--- src/rtl/fifo_sync_ext.sv ---
// Single-clock FIFO with standard or show-ahead read, threshold flags, flush and drop/refuse pulses.
// Optional high-water mark tracking is enabled by defining FIFO_SYNC_EXT_WATERMARK_EN.
module fifo_sync_ext #(
  parameter int DEPTH     = 32,
  parameter int DW        = 32,
  parameter int SHOWAHEAD = 0,
  parameter int AFULL_TH  = DEPTH - 2,
  parameter int AEMPTY_TH = 1,
  localparam int CW       = $clog2(DEPTH) + 1
) (
  input  logic          clk_i,
  input  logic          srst_i,
  input  logic          flush_i,
  input  logic          valid_i,
  input  logic [DW-1:0] data_i,
  input  logic          req_i,
  output logic          valid_o,
  output logic [DW-1:0] data_o,
  output logic          full_o,
  output logic          empty_o,
  output logic          afull_o,
  output logic          aempty_o,
  output logic [CW-1:0] count_o,
  output logic          overflow_o,
  output logic          underflow_o
`ifdef FIFO_SYNC_EXT_WATERMARK_EN
  ,
  input  logic          wm_clr_i,
  output logic [CW-1:0] max_count_o
`endif
);
  localparam int AW = $clog2(DEPTH);

  logic [DW-1:0] mem [DEPTH];
  logic [AW-1:0] wr_ptr, rd_ptr;
  logic [CW-1:0] count, count_nxt;
  logic          full, empty, pop, wr;

  assign full  = (count == CW'(DEPTH));
  assign empty = (count == '0);
  // A pop frees a slot in the same cycle, so a full FIFO still accepts a write alongside it.
  assign pop   = req_i && !empty;
  assign wr    = valid_i && (!full || pop);

  always_comb begin
    count_nxt = count;
    if (wr && !pop)      count_nxt = count + CW'(1);
    else if (pop && !wr) count_nxt = count - CW'(1);
  end

  always_ff @(posedge clk_i) begin
    if (srst_i || flush_i) begin
      wr_ptr      <= '0;
      rd_ptr      <= '0;
      count       <= '0;
      overflow_o  <= 1'b0;
      underflow_o <= 1'b0;
    end else begin
      if (wr)  wr_ptr <= wr_ptr + AW'(1);
      if (pop) rd_ptr <= rd_ptr + AW'(1);
      count       <= count_nxt;
      overflow_o  <= valid_i && !wr;
      underflow_o <= req_i && empty;
    end
  end

  // Storage is never reset; only pointers and count define what is live.
  always_ff @(posedge clk_i) begin
    if (!srst_i && !flush_i && wr) mem[wr_ptr] <= data_i;
  end

  assign count_o  = count;
  assign full_o   = full;
  assign empty_o  = empty;
  assign afull_o  = (count >= CW'(AFULL_TH));
  assign aempty_o = (count <= CW'(AEMPTY_TH));

  generate
    if (SHOWAHEAD != 0) begin : g_showahead
      // Head word is always on the output; forced to zero while nothing is stored.
      assign valid_o = !empty;
      assign data_o  = empty ? '0 : mem[rd_ptr];
    end else begin : g_standard
      logic          valid_q;
      logic [DW-1:0] data_q;
      always_ff @(posedge clk_i) begin
        if (srst_i) begin
          valid_q <= 1'b0;
          data_q  <= '0;
        end else if (flush_i) begin
          valid_q <= 1'b0;
        end else begin
          valid_q <= pop;
          if (pop) data_q <= mem[rd_ptr];
        end
      end
      assign valid_o = valid_q;
      assign data_o  = data_q;
    end
  endgenerate

`ifdef FIFO_SYNC_EXT_WATERMARK_EN
  logic [CW-1:0] max_q, cnt_eff;
  logic          inc;
  assign cnt_eff = flush_i ? '0 : count_nxt;
  assign inc     = !flush_i && wr && !pop;

  always_ff @(posedge clk_i) begin
    if (srst_i)                max_q <= '0;
    else if (wm_clr_i)         max_q <= inc ? cnt_eff : '0;
    else if (cnt_eff > max_q)  max_q <= cnt_eff;
  end
  assign max_count_o = max_q;
`endif
endmodule

--- config.mk ---
export PLATFORM = sky130hd
export DESIGN_NAME = fifo_sync_ext
export DESIGN_NICKNAME = d
export VERILOG_FILES = /design/src/rtl/fifo_sync_ext.sv
export SDC_FILE = /design/constraint.sdc
export NUM_CORES = 1
export LEC_CHECK = 0
export BUFFER_PORTS_ARGS = -buffer_cell sky130_fd_sc_hd__buf_4
export CAP_MARGIN = 5
export CELL_PAD_IN_SITES_DETAIL_PLACEMENT = 0
export CELL_PAD_IN_SITES_GLOBAL_PLACEMENT = 2
export CORE_ASPECT_RATIO = 0.5
export CORE_MARGIN = 2
export CORE_UTILIZATION = 29
export CTS_CLUSTER_SIZE = 30
export DETAILED_ROUTE_END_ITERATION = 16
export PLACE_DENSITY = 0.49
export SYNTH_ARGS = -nofsm -noshare
export SYNTH_HDL_FRONTEND = slang
export SYNTH_SLANG_ARGS = --single-unit
--- constraint.sdc ---
create_clock -name clk_i -period 3.63 [get_ports clk_i]
set_input_delay 0.1815 -clock clk_i [delete_from_list [all_inputs] [get_ports clk_i]]
set_output_delay 0.1815 -clock clk_i [all_outputs]
set_load 0.05 [all_outputs]
==> reports/metrics.csv <==
stage;metric;value;unit
timing;skew final;0.0390;ns
placed_design;Placed Cells;3969;
yosys;EDFF count, synth;1024;
setup_path;crit path max fanout;23;
timing;crit share post-route;0.940;
timing;worst setup margin;0.219;ns
placed_design;worst slack at placement;0.129;ns
timing;Final Setup Violations;0;
grt;first-pass GRT wire length;175;mm
clocking;htree depth;3;
hold_path;worst hold stages;3;
hold_path;Hold WC Path Type;input port to flop;
pwr;Peak supply drop;0.411;mV
floorplan;Ports;82;
clocking;CTS tree;built;
finish;commonest cells after routing, fill and taps aside;1024 x edfxtp_1, 195 x mux2i_1, 160 x mux4_2, 160 x buf_4, 106 x clkbuf_16;
finish;Area Growth Syn to Fin;18.8;%
pwr;Leakage;14.7;nW
yosys;post-synthesis register bit count;1075;
timing;Max Slew Vio Count;0;
setup_path;Req. time, crit path;4.03;ns
yosys;top_reg_cell synth;edfxtp_1;
grt;Total GRT Usage;0.173;
clocking;CTS Buffer Depth;3;
timing;fmax;0.293;GHz
setup_path;critical path type;flop to flop;
yosys;Yosys cell types;52;
clocking;clock sinks;1075;
setup_path;Startpoint Class;flop;
finish;Post-Layout Cell Count;4206;
timing;worst rel slew slack;0.217;
floorplan;Die Ht;270;µm
grt;pin count of the biggest net entering global routing;41;
grt;GR Overflow Total;0;
hold_path;hold endpoint;rd_ptr[2];
routing;post-DR wirelength/cell;29.7;µm
finish;Layout Utilization;0.348;
clocking;clock transition at the registers of the reported paths;0.07;ns
routing;final wirelength;125;mm
hold_path;hold wc startpoint;srst_i;
finish;post-route design area;0.0488;mm²
clocking;Worst-Skew Late Latency;0.72;ns
yosys;Post-Synthesis Cell Area;0.0411;mm²
setup_path;CP Capture Type;flop;
yosys;Cells after Synth;2012;
setup_path;worst r2r src;count_o[0];
setup_path;Worst EP arrival;3.81;ns
yosys;Syn Nets;2060;
placed_design;placement-stage cell area;0.0450;mm²
timing;Hold Fails Final Rpt;0;
setup_path;r2r worst-path depth;7;
clocking;CTS Buf Count;104;
grt;vias in the first global route;21500;
yosys;Seq/Total Area, Yosys;0.774;
finish;Layout Nets;2285;
routing;DR pass1 iterations;5;
yosys;Mean Syn Cell Area;20.4;µm²
timing;worst slew pin tran;1.17;ns
placed_design;post-DP HPWL;71.4;mm
yosys;post-synthesis async set-or-reset flop share;0;
floorplan;Initial Utilization;0.293;
floorplan;Die Width;536;µm
outcome;outcome;completed;
clocking;Root Buffer;clkbuf_16;
placed_design;routability cong.;0.719;
routing;Antenna Violating Nets Remaining;0;
timing;Setup TNS Final;0;ns
run;max_cap viols;0;
setup_path;reg2reg setup slack;0.22;ns
finish;most common cell after layout, fill and taps aside;edfxtp_1;
clocking;Gates resized, CTS repair;0;
floorplan;num rows;97;
floorplan;Die Area;0.145;mm²
routing;Vias/cell;4.92;
yosys;Ys Warns;0;
routing;via count;20700;
setup_path;R2R Path End;mem[30][27];
pwr;P per Cell Area;541;mW/mm²
routing;DR DRC count;0;
finish;fraction of layout cells with a size suffix above 1;0.241;
placed_design;port bufs;81;
grt;antenna violations before repair;7;
timing;minimum clock period after layout;3.41;ns
timing;RSZ-0062 raised after global routing;no;
floorplan;total core area;0.140;mm²
routing;First DRT Iteration DRCs;1892;
[synthesized netlist by cell type (3+ instances only)]
cell | n | area share
clkbuf_1 | 64 | 0.0059
nand3b_1 | 4 | 0.00073
or2_2 | 4 | 0.00061
nand2_1 | 39 | 0.0036
nor4_1 | 32 | 0.0049
o221ai_1 | 13 | 0.0028
mux4_2 | 160 | 0.088
nor2_1 | 82 | 0.0075
or3b_2 | 3 | 0.00064
a211oi_1 | 13 | 0.0024
xor2_1 | 6 | 0.0013
a2111oi_1 | 8 | 0.0020
xnor2_1 | 4 | 0.00085
buf_4 | 31 | 0.0057
or3_1 | 4 | 0.00061
a2111oi_0 | 4 | 0.00085
ha_1 | 11 | 0.0034
o22ai_1 | 51 | 0.0078
o31ai_1 | 32 | 0.0059
a21oi_1 | 5 | 0.00061
inv_1 | 8 | 0.00073
edfxtp_1 | 1024 | 0.75
a22o_1 | 64 | 0.014
buf_6 | 10 | 0.0027
o21ai_0 | 23 | 0.0028
nand3_1 | 5 | 0.00061
dfxtp_1 | 51 | 0.025
a2111oi_2 | 7 | 0.0026
buf_2 | 12 | 0.0015
mux2i_1 | 195 | 0.048
o21bai_1 | 13 | 0.0024
[worst max path at each step]
stage	from	to	slack, ns	cells past startpoint
floorplan	count_o[0]	mem[23][0]	0.04	7
global placement	count_o[0]	mem[20][7]	0.20	7
detailed placement	count_o[0]	mem[20][7]	0.13	7
CTS	count_o[0]	mem[20][19]	0.11	7
global route	count_o[0]	mem[30][0]	0.1	7
finish	count_o[0]	mem[30][27]	0.22	7
[timing repair]
action	in CTS	in global routing
setup buffers	0	6
hold buffers	37	0
endpoints found under the setup margin	0	22
hold endpoints to repair	1042	0
[worst max-delay path, stage by stage (launching register included)]
cell     delay [ns]
dfxtp_1        0.49
inv_1          0.13
ha_1           0.21
or4b_1         0.28
o31a_1         0.29
nand2_1        0.33
nor2_4         1.00
buf_4          0.35
[cell families (layout without fill, tap and decap cells)]
group	count (synthesis)	after routing	share of synthesized area
DFF	1075	1075	0.774
muxes	355	355	0.135
AOI/OAI and AO/OA	245	245	0.0469
and+or+nand+nor	188	188	0.0216
buffers and inverters	128	440	0.0170
adders and majority gates	11	11	0.00335
xor gates and xnor gates	10	10	0.00213
other	0	1	0
[sequential cells by signal, indices dropped and copies added, names as in the netlist]
| register | flops |
|---|---|
| mem | 1024 |
| data_o | 32 |
| count_o | 6 |
| rd_ptr | 5 |
| wr_ptr | 5 |
| overflow_o | 1 |
| underflow_o | 1 |
| valid_o | 1 |
[per-stage QoR]
stage | power [mW] | hold slack [ns]
finish | 26.4 | 0.0419
global placement | 15.8 | 0.466
detailed placement | 15.8 | 0.472
global route | 27.3 | 0.0375
CTS | 26.8 | 0.00122
floorplan | 15.1 | 0.280
[routing by layer]
| metal | GRT usage | share of wire | up-vias |
|---|---|---|---|
| met5 | 0 | 0 | - |
| met4 | 0.0310 | 0.013 | 0 |
| met3 | 0.0245 | 0.037 | 111 |
| met2 | 0.263 | 0.45 | 400 |
| met1 | 0.263 | 0.50 | 11400 |
| li1 | - | - | 8821 |
[layout make-up]
type | count | area [µm²]
repair buffers | 239 | 2410
clock buffers | 139 | 2820
well taps | 1881 | 2350
clock inverters | 54 | 528
diodes | 1 | 2.50
inverters | 8 | 30.0
fillers | 13200 | 91500
multi-input cells | 809 | 8870
flip-flops and latches | 1075 | 31800
[power by group]
group / total (mW) / switching [mW] / internal [mW]
clock network: 10.9 / 4.77 / 6.09
logic: 1.78 / 1.10 / 0.681
registers: 13.8 / 0.120 / 13.6
total: 26.4 / 5.99 / 20.4
No activity file was read; power rests on OpenSTA's default activity.
